--- src/rtl/hazard_scoreboard_unit_pkg.sv ---
// Shared types for the hazard scoreboard: instruction kinds, scoreboard entry
// layout and the "result arrives late" classification.
package hazard_pkg;

    typedef enum logic [1:0] {
        HZ_ALU    = 2'd0,
        HZ_LOAD   = 2'd1,
        HZ_ATOMIC = 2'd2,
        HZ_RSVD   = 2'd3
    } hz_kind_t;

    // Entries carry a fixed-width wsel so the struct stays parameter-free;
    // narrower register indices are zero-extended on the way in.
    localparam int HZ_WSEL_W = 8;

    typedef struct packed {
        logic                 valid;
        logic [HZ_WSEL_W-1:0] wsel;
        hz_kind_t             kind;
    } sb_entry_t;

    function automatic logic is_late(hz_kind_t k);
        return (k == HZ_LOAD) || (k == HZ_ATOMIC);
    endfunction

endpackage

--- src/rtl/hazard_scoreboard_unit_if.sv ---
// Decode-side hazard interface: issue info in, stall/flush/forward selects
// and perf counters out.
interface hazard_scoreboard_unit_if #(
    parameter int REG_W   = 5,
    parameter int NSTAGES = 3,
    parameter int NSRC    = 2,
    parameter int CNT_W   = 32
);
    localparam int FW = $clog2(NSTAGES + 1);

    logic                  pipe_en;
    logic                  issue_valid;
    logic                  issue_wen;
    logic [REG_W-1:0]      issue_wsel;
    logic [1:0]            issue_kind;
    logic [NSRC*REG_W-1:0] rsel;
    logic                  pc_mux;
    logic                  halt;
    logic                  stall;
    logic                  flush;
    logic                  halted;
    logic [NSRC*FW-1:0]    fwd_sel;
    logic [CNT_W-1:0]      stall_cnt;
    logic [CNT_W-1:0]      flush_cnt;

    modport slave (
        input  pipe_en, issue_valid, issue_wen, issue_wsel, issue_kind,
               rsel, pc_mux, halt,
        output stall, flush, halted, fwd_sel, stall_cnt, flush_cnt
    );

    modport master (
        output pipe_en, issue_valid, issue_wen, issue_wsel, issue_kind,
               rsel, pc_mux, halt,
        input  stall, flush, halted, fwd_sel, stall_cnt, flush_cnt
    );
endinterface

--- src/rtl/hazard_scoreboard_unit_hz_src_match.sv ---
// Per-operand priority search over the scoreboard: youngest matching write
// decides between forwarding from its stage or stalling.
module hz_src_match
    import hazard_pkg::*;
#(
    parameter int REG_W      = 5,
    parameter int NSTAGES    = 3,
    parameter int LOAD_READY = 1,
    parameter int FWD_EN     = 1,
    parameter int FW         = $clog2(NSTAGES + 1)
) (
    input  sb_entry_t [NSTAGES-1:0] sb_i,
    input  logic [REG_W-1:0]        rsel_i,
    output logic                    hit_stall_o,
    output logic [FW-1:0]           fwd_sel_o
);
    logic found;
    logic late;
    int   hit_idx;

    always_comb begin
        found       = 1'b0;
        late        = 1'b0;
        hit_idx     = 0;
        hit_stall_o = 1'b0;
        fwd_sel_o   = '0;
        // Scan oldest to youngest so the youngest match overwrites.
        for (int i = NSTAGES - 1; i >= 0; i--) begin
            if (sb_i[i].valid && sb_i[i].wsel == HZ_WSEL_W'(rsel_i)) begin
                found   = 1'b1;
                late    = is_late(sb_i[i].kind);
                hit_idx = i;
            end
        end
        if (found && rsel_i != '0) begin
            if (FWD_EN != 0 && !(late && hit_idx < LOAD_READY))
                fwd_sel_o = FW'(hit_idx + 1);
            else
                hit_stall_o = 1'b1;
        end
    end
endmodule

--- src/rtl/hazard_scoreboard_unit.sv ---
// Hazard/forwarding controller: in-flight write scoreboard that shifts with the
// pipeline, stall/flush generation, sticky halt and saturating perf counters.
module hazard_scoreboard_unit
    import hazard_pkg::*;
#(
    parameter int REG_W      = 5,
    parameter int NSTAGES    = 3,
    parameter int NSRC       = 2,
    parameter int LOAD_READY = 1,
    parameter int FWD_EN     = 1,
    parameter int CNT_W      = 32
) (
    input logic                    CLK,
    input logic                    nRST,
    hazard_scoreboard_unit_if.slave hz
);
    localparam int FW = $clog2(NSTAGES + 1);

    sb_entry_t [NSTAGES-1:0] sb_q, sb_d;
    sb_entry_t               new_e;
    logic                    halted_q, halted_d;
    logic [CNT_W-1:0]        stall_cnt_q, stall_cnt_d;
    logic [CNT_W-1:0]        flush_cnt_q, flush_cnt_d;
    logic [NSRC-1:0]         hit;
    logic [NSRC-1:0][FW-1:0] fwd;
    logic                    stall, flush;

    for (genvar s = 0; s < NSRC; s++) begin : g_src
        hz_src_match #(
            .REG_W(REG_W), .NSTAGES(NSTAGES), .LOAD_READY(LOAD_READY),
            .FWD_EN(FWD_EN), .FW(FW)
        ) u_match (
            .sb_i        (sb_q),
            .rsel_i      (hz.rsel[s*REG_W +: REG_W]),
            .hit_stall_o (hit[s]),
            .fwd_sel_o   (fwd[s])
        );
    end

    // Flush wins: a squashed decode instruction must never also stall.
    assign flush = hz.pc_mux | hz.halt | halted_q;
    assign stall = hz.issue_valid & (|hit) & ~flush;

    always_comb begin
        new_e.valid = hz.issue_wen && (hz.issue_wsel != '0);
        new_e.wsel  = HZ_WSEL_W'(hz.issue_wsel);
        new_e.kind  = hz_kind_t'(hz.issue_kind);

        sb_d        = sb_q;
        halted_d    = halted_q;
        stall_cnt_d = stall_cnt_q;
        flush_cnt_d = flush_cnt_q;
        if (hz.pipe_en) begin
            for (int k = NSTAGES - 1; k > 0; k--)
                sb_d[k] = sb_q[k-1];
            sb_d[0]  = (stall || flush || !hz.issue_valid) ? '0 : new_e;
            halted_d = halted_q | hz.halt;
            if (stall && stall_cnt_q != '1)
                stall_cnt_d = stall_cnt_q + CNT_W'(1);
            if (flush && flush_cnt_q != '1)
                flush_cnt_d = flush_cnt_q + CNT_W'(1);
        end
    end

    always_ff @(posedge CLK or negedge nRST) begin
        if (!nRST) begin
            sb_q        <= '0;
            halted_q    <= 1'b0;
            stall_cnt_q <= '0;
            flush_cnt_q <= '0;
        end else begin
            sb_q        <= sb_d;
            halted_q    <= halted_d;
            stall_cnt_q <= stall_cnt_d;
            flush_cnt_q <= flush_cnt_d;
        end
    end

    assign hz.stall     = stall;
    assign hz.flush     = flush;
    assign hz.halted    = halted_q;
    assign hz.fwd_sel   = fwd;
    assign hz.stall_cnt = stall_cnt_q;
    assign hz.flush_cnt = flush_cnt_q;
endmodule
--- src/flat_wrapper.sv ---
// flat-port wrapper written by rule: the top's interface ports become plain ports
module hazard_scoreboard_unit_flat import hazard_pkg::*;
#(
    parameter int REG_W      = 5,
    parameter int NSTAGES    = 3,
    parameter int NSRC       = 2,
    parameter int LOAD_READY = 1,
    parameter int FWD_EN     = 1,
    parameter int CNT_W      = 32
)
  (CLK, nRST, hz_pipe_en, hz_issue_valid, hz_issue_wen, hz_issue_wsel, hz_issue_kind, hz_rsel, hz_pc_mux, hz_halt, hz_stall, hz_flush, hz_halted, hz_fwd_sel, hz_stall_cnt, hz_flush_cnt);
  hazard_scoreboard_unit_if #(.REG_W(REG_W), .NSTAGES(NSTAGES), .NSRC(NSRC), .CNT_W(CNT_W)) hz_i ();
  input logic CLK;
  input logic nRST;
  input wire logic [$bits(hz_i.pipe_en)-1:0] hz_pipe_en;
  input wire logic [$bits(hz_i.issue_valid)-1:0] hz_issue_valid;
  input wire logic [$bits(hz_i.issue_wen)-1:0] hz_issue_wen;
  input wire logic [$bits(hz_i.issue_wsel)-1:0] hz_issue_wsel;
  input wire logic [$bits(hz_i.issue_kind)-1:0] hz_issue_kind;
  input wire logic [$bits(hz_i.rsel)-1:0] hz_rsel;
  input wire logic [$bits(hz_i.pc_mux)-1:0] hz_pc_mux;
  input wire logic [$bits(hz_i.halt)-1:0] hz_halt;
  output wire logic [$bits(hz_i.stall)-1:0] hz_stall;
  output wire logic [$bits(hz_i.flush)-1:0] hz_flush;
  output wire logic [$bits(hz_i.halted)-1:0] hz_halted;
  output wire logic [$bits(hz_i.fwd_sel)-1:0] hz_fwd_sel;
  output wire logic [$bits(hz_i.stall_cnt)-1:0] hz_stall_cnt;
  output wire logic [$bits(hz_i.flush_cnt)-1:0] hz_flush_cnt;
  assign hz_i.pipe_en = hz_pipe_en;
  assign hz_i.issue_valid = hz_issue_valid;
  assign hz_i.issue_wen = hz_issue_wen;
  assign hz_i.issue_wsel = hz_issue_wsel;
  assign hz_i.issue_kind = hz_issue_kind;
  assign hz_i.rsel = hz_rsel;
  assign hz_i.pc_mux = hz_pc_mux;
  assign hz_i.halt = hz_halt;
  assign hz_stall = hz_i.stall;
  assign hz_flush = hz_i.flush;
  assign hz_halted = hz_i.halted;
  assign hz_fwd_sel = hz_i.fwd_sel;
  assign hz_stall_cnt = hz_i.stall_cnt;
  assign hz_flush_cnt = hz_i.flush_cnt;
  hazard_scoreboard_unit #(.REG_W(REG_W), .NSTAGES(NSTAGES), .NSRC(NSRC), .LOAD_READY(LOAD_READY), .FWD_EN(FWD_EN), .CNT_W(CNT_W)) u_core (.CLK(CLK), .nRST(nRST), .hz(hz_i));
endmodule
--- config.mk ---
export PLATFORM = sky130hd
export DESIGN_NAME = hazard_scoreboard_unit_flat
export DESIGN_NICKNAME = d
export VERILOG_FILES = /design/src/rtl/hazard_scoreboard_unit_pkg.sv /design/src/rtl/hazard_scoreboard_unit_if.sv /design/src/rtl/hazard_scoreboard_unit_hz_src_match.sv /design/src/rtl/hazard_scoreboard_unit.sv /design/src/flat_wrapper.sv
export SDC_FILE = /design/constraint.sdc
export NUM_CORES = 1
export LEC_CHECK = 0
export ABC_AREA = 0
export CELL_PAD_IN_SITES_DETAIL_PLACEMENT = 2
export CELL_PAD_IN_SITES_GLOBAL_PLACEMENT = 2
export CORE_ASPECT_RATIO = 1.1
export CORE_MARGIN = 2
export CORE_UTILIZATION = 35
export CTS_CLUSTER_SIZE = 25
export DETAILED_ROUTE_END_ITERATION = 12
export GPL_TIMING_DRIVEN = 0
export HOLD_SLACK_MARGIN = 0.08
export PLACE_DENSITY_LB_ADDON = 0.1
export SLEW_MARGIN = 40
export SYNTH_ARGS = -nofsm -noshare
export SYNTH_HDL_FRONTEND = slang
export SYNTH_SLANG_ARGS = --single-unit
--- constraint.sdc ---
create_clock -name CLK -period 6.9 [get_ports CLK]
set_clock_uncertainty 0.15 [all_clocks]
set_input_delay 1.38 -clock CLK [delete_from_list [all_inputs] [get_ports CLK]]
set_output_delay 1.38 -clock CLK [all_outputs]
set_load 0.005 [all_outputs]
Word-level counts from Yosys, hierarchy flattened
Index checks and enable logic that the tools add are counted.
{ "word_totals": {"ff_bits": 98} }
{ "op_classes": {"addsub": 4, "n_reduce_logical": 25, "bitwise_logic": 6, "eq_ne": 14, "mux": 27, "order_cmp": 2} }
{ "op_table": {"columns": ["op", "n"], "rows": [
  ["$mux 32", 4],
  ["$add 32x1->32 const B", 2],
  ["$lt 32x2->1 const B", 2],
  ["$ne 32x32->1 const B", 2],
  ["$eq 8x5->1", 6],
  ["$mux 1", 16],
  ["$reduce_bool 5->1", 3],
  ["$logic_and 1x1->1", 13],
  ["$mux 2", 6],
  ["$mux 11", 1],
  ["$eq 2x1->1 const B", 3],
  ["$eq 2x2->1 const B", 3],
  ["$logic_or 1x1->1", 5],
  ["$add 2x2->2 const B", 2],
  ["$reduce_and 2->1", 2],
  ["$or 1x1->1", 3],
  ["$and 1x1->1", 2],
  ["$reduce_or 2->1", 1],
  ["$logic_not 1->1", 1],
  ["$not 1->1", 1]
]} }

Logic depth before layout (Yosys ltp)
{ "depth": {"ltp_word": 15, "mapped_depth": 12} }

Modules after synthesis
A second synthesis with hierarchy kept.
{ "unflattened": {"cells_unflattened": 455, "hier_area_um2": 4924.7} }
{ "modules_own_cells": {"columns": ["mod", "instances", "area_each_um2", "cells_per_inst"], "rows": [
  ["hazard_scoreboard_unit", 1, 4131.5, 345],
  ["hz_src_match", 2, 396.6, 55]
]} }

Least setup slack after synthesis
OpenSTA, ideal clock, no wires.
{ "synth_path": {"path_kind": "input to output", "start": "input port hz_rsel[7]", "end": "output port hz_stall", "arrival_ns": 2.942, "stages": 9, "required_time_ns": 5.370, "slack_ns": 2.428, "n_path_buf": 2, "path_cell_list": "xor2_1 > a2111oi_4 > and4_1 > a311o_2 > nand4_2 > and2_4 > buf_6 > buf_6 > nor2_1"} }
{ "synth_via": {"elab_chain_len": 12, "word_cells_on_any_way": 24, "classes_between": "1 x order compare; 3 x eq/ne; 11 x mux; 2 x bitwise; 7 x reduce/logical"} }
{ "synth_rtl": {"columns": ["item", "line_no", "rtl"], "rows": [
  ["from (decl)", "flat_wrapper.sv:20", "input wire logic [$bits(hz_i.rsel)-1:0] hz_rsel;"],
  ["$eq 8x5->1", "hazard_scoreboard_unit_hz_src_match.sv:29", "if (sb_i[i].valid && sb_i[i].wsel == HZ_WSEL_W'(rsel_i)) begin"],
  ["$logic_and 1x1->1", "hazard_scoreboard_unit_hz_src_match.sv:29", null],
  ["$mux 2", "hazard_scoreboard_unit_hz_src_match.sv:29", null],
  ["$mux 32 (2 in a row)", "hazard_scoreboard_unit_hz_src_match.sv:29", null],
  ["$lt 32x2->1", "hazard_scoreboard_unit_hz_src_match.sv:36", "if (FWD_EN != 0 && !(late && hit_idx < LOAD_READY))"],
  ["$logic_and 1x1->1", "hazard_scoreboard_unit_hz_src_match.sv:36", null],
  ["$mux 1", "hazard_scoreboard_unit_hz_src_match.sv:36", null],
  ["$mux 1 (*)", "hazard_scoreboard_unit_hz_src_match.sv:35", "if (found && rsel_i != '0) begin"],
  ["$reduce_or 2->1 (*)", "hazard_scoreboard_unit.sv:42", "assign stall = hz.issue_valid & (|hit) & ~flush;"],
  ["$and 1x1->1 (*) (2 in a row)", "hazard_scoreboard_unit.sv:42", null],
  ["to (decl)", "flat_wrapper.sv:23", "output wire logic [$bits(hz_i.stall)-1:0] hz_stall;"]
]} }
Every way passes the cells marked *; elsewhere a longest branch is shown, timed or not.

Final worst setup path
{ "layout_path": {"start": "input port hz_rsel[9]", "end": "output port hz_stall"} }
Same word-level chain as after synthesis.

==> results.md <==
- Sink Count: a little under 90
- FMAX: 165 MHz
- Syn Area/Cell: between 10 and 15 sq um
- All-Layer GR Usage: 20.6%
- Number of synthesized flops with an enable pin: 0
- 1st-pass router iterations: 6
- Number of diodes: 0
- Type of the most critical hold path: reg2reg
- Synth Instances: 422
- Placed Cells: between 600 and 700
- TritonCTS buffer count: 9
- Core Region: around 0.013 sq mm
- Grt ovf: 0
- Post CTS Setup Buffer Count: 0
- Crit end category: primary output
- Dpl hpwl: 9760 um
- DRT iter0 DRCs: 97
- First-pass GRT wire length: approximately 23,000 um
- Routed Antenna Nets: 0
- Htree depth: 3
- Main flop type after synthesis: dfrtp_1
- Initial antenna violation count: 0
- Die ar.: 0.0141 sq mm
- Post-synth top area share: 48.4%
- Syn Nets: 450
- Netlist cell types: 49
- Pleak: 0.00267 uW
- Drt total wl: around 13,000 um
- Die H: between 100 and 150 um
- Longest Clk Path Bufs: 2
- Crit path kind: in2out
- Max-slew violations: 0
- Non-Filler Instances: 690
- Cell taking the most area after synthesis: dfrtp_1
- Worst setup margin: 0.823 ns
- Share of layout cells above drive strength 1: 8.82%
- Asr flop ratio synth: 100%
- Root buf cell: clkbuf_16
- Post-CTS resize count: 0
- Top cells by area, synth: dfrtp_1 48%, xnor2_1 8.8%, xor2_1 8.8%
- Worst-Skew Late Latency: 0.35 ns
- Setup Viol. Count Final: 0
- Post-CTS Hold Fix Bufs: 0
- Sequential cell area fraction in the yosys report: 48.4%
- Startpoint types: input pin
- RSZ-0062 raised after global routing: false
- Data arrival, critical path: 4.55 ns
- Pin count of the biggest net entering global routing: 48
- CP max FO: 10
- CP required: 5.37 ns
- Place WS: 0.769 ns
- Slew @ Worst Pin: ~0.65 ns
- Die W: 113 um
- DR WL/cell: 19.3 um
- Initial Util: 36.2%
- Post-synth design cell area: 0.00460 sq mm
- Max-cap violations: 0
- Multi-input gate area: 0.00230 sq mm
- CTS tree: yes
- Clk pin slew, worst setup/hold paths: 0.06 ns
- Vias in the first global route: 4,179
- Yosys warnings: 0
- Setup TNS: 0 ns
- Outcome: complete, no violations
- Power Density: between 150 and 200 mW/mm^2
- DRC: 0
- Sequential cell area: 0.00223 sq mm
- IR drop worst, VDD: 0.171 mV
- Via density: 5.34
- Final nets: 556
- IO Pins: 95
- Cell Chain, Critical Path: clkdlybuf4s50_1 -> xor2_1 -> nor4_1 -> nand3_1 -> a31oi_1 -> nand4_2 -> and2_4 -> buf_6 -> buf_6 -> nor2_1 -> clkdlybuf4s50_1
- Tot Pwr: 1180 uW
- Std cell rows: 43
- Crit path time final: between 6 and 7 ns
- Final cycle utilization of the critical path: 88.1%
- Synth Register Bits: around 90
- Slowest stage cell, crit path: clkdlybuf4s50_1
- Buffers added on ports: 94
- Fin. Hold Viols: 0
- Fillers: 1,324
- Relative slew slack: 56.3%
- GPL Wtd Cong: 0.769
- Critical Path Max Stage Delay: 0.55 ns
- Layout area overhead: 31.9%
- Via count: between 3,000 and 4,000
## cell families after synthesis
kind of cell / Yosys count / synth area share [%]
AND/OR/NAND/NOR: 178 / 22.1
buffers and inverters: 16 / 1.66
multiplexers: 16 / 3.92
AO/OA/AOI/OAI: 26 / 4.95
flip-flops: 89 / 48.4
adder cells (fa/ha/maj): 4 / 1.09
XOR/XNOR: 93 / 17.9
## layer usage
layer / share of wire [%] / wire length (um) / global-route usage (%) / up-vias
li1: - / - / - / 1720
met3: 4.4 / 579 / 3.95 / 13
met5: 0 / 0 / 0 / -
met4: 1.8 / 242 / 7.75 / 0
met2: 49 / 6560 / 34.0 / 80
met1: 44 / 5910 / 26.6 / 1874
## power breakdown
part / switching [uW] / internal, uW
sequential: 27.0 / 541
clock: 204 / 290
combinational: 50.1 / 70.8
total: 281 / 902
## worst max-delay path: cells and delay by family
kind            cells  cell delay (ns)
xor+xnor            1             0.23
compound gates      1             0.30
buf+inv             4             1.37
simple gates        5             1.26
## layout by cell type, fill, tap and decap left out, types with 2 or more instances in the layout
| cell | n |
|---|---|
| a22o_1 | 7 |
| mux2_2 | 16 |
| clkinv_2 | 2 |
| and3b_1 | 2 |
| clkdlybuf4s50_1 | 93 |
| and4_1 | 7 |
| ha_1 | 4 |
| xnor2_1 | 46 |
| clkbuf_16 | 9 |
| nand4_1 | 23 |
| and3_1 | 25 |
| clkbuf_1 | 10 |
| o21ai_0 | 3 |
| nor4_1 | 8 |
| nand2b_1 | 2 |
| nand3_1 | 27 |
| inv_1 | 4 |
| nor2_1 | 20 |
| nor4_2 | 3 |
| nand2_1 | 31 |
| nor2b_1 | 2 |
| buf_6 | 3 |
| a31oi_1 | 3 |
| or2_2 | 2 |
| and2_1 | 6 |
| nor3_1 | 10 |
| dfrtp_1 | 89 |
| nand4b_1 | 3 |
| xor2_1 | 46 |
## path summary, 6_finish.rpt
check	from	endpoint	slack [ns]	cells past startpoint
setup / recovery	hz_rsel[9]	hz_stall	0.82	11
hold / removal	u_core.hz.stall_cnt[9]	u_core.hz.stall_cnt[9]	0.35	1
setup reg to reg	u_core.sb_q[16]	u_core.hz.stall_cnt[23]	3.51	11
hold reg to reg	u_core.hz.stall_cnt[9]	u_core.hz.stall_cnt[9]	0.35	1
max in group asynchronous	nRST	u_core.hz.stall_cnt[6]	5.21	2
min in group asynchronous	nRST	u_core.sb_q[27]	0.79	1
## sequential cells by signal (all words and copies together) (netlist names)
name,cells
u_core.hz.flush_cnt,32
u_core.hz.stall_cnt,32
u_core.sb_q,24
u_core.hz.halted,1
## cell usage after synthesis, types with 2 or more instances
cell	number
a22o_1	7
a31oi_1	3
and2_1	6
and3_1	25
and3b_1	2
and4_1	7
buf_6	2
clkbuf_1	7
dfrtp_1	89
ha_1	4
inv_1	4
mux2_2	16
nand2_1	31
nand2b_1	2
nand3_1	27
nand4_1	23
nand4b_1	3
nor2_1	20
nor2b_1	2
nor3_1	10
nor4_1	8
nor4_2	4
o21ai_0	3
or2_2	2
xnor2_1	46
xor2_1	46
## cell type report
| cell class | instances | area share (%) |
|---|---|---|
| plain buffers | 11 | 0.949 |
| repair buffers | 95 | 16.0 |
| inverters | 5 | 0.309 |
| flip-flops and latches | 89 | 36.7 |
| well taps | 157 | 3.24 |
| multi-input cells | 317 | 38.0 |
| clock buffers | 13 | 4.13 |
| clock inverters | 3 | 0.660 |
## stage by stage
step                      hold slack, ns  instance area [sq um]  util, %
after floorplan                    0.323                   4600        -
final                              0.347                   6060     47.8
after global placement             0.331                   5740     45.2
after CTS                          0.353                   6060     47.8
after global routing               0.376                   6060     47.8
after detailed placement           0.341                   5770     45.5
(Power assumes the default switching activity.)
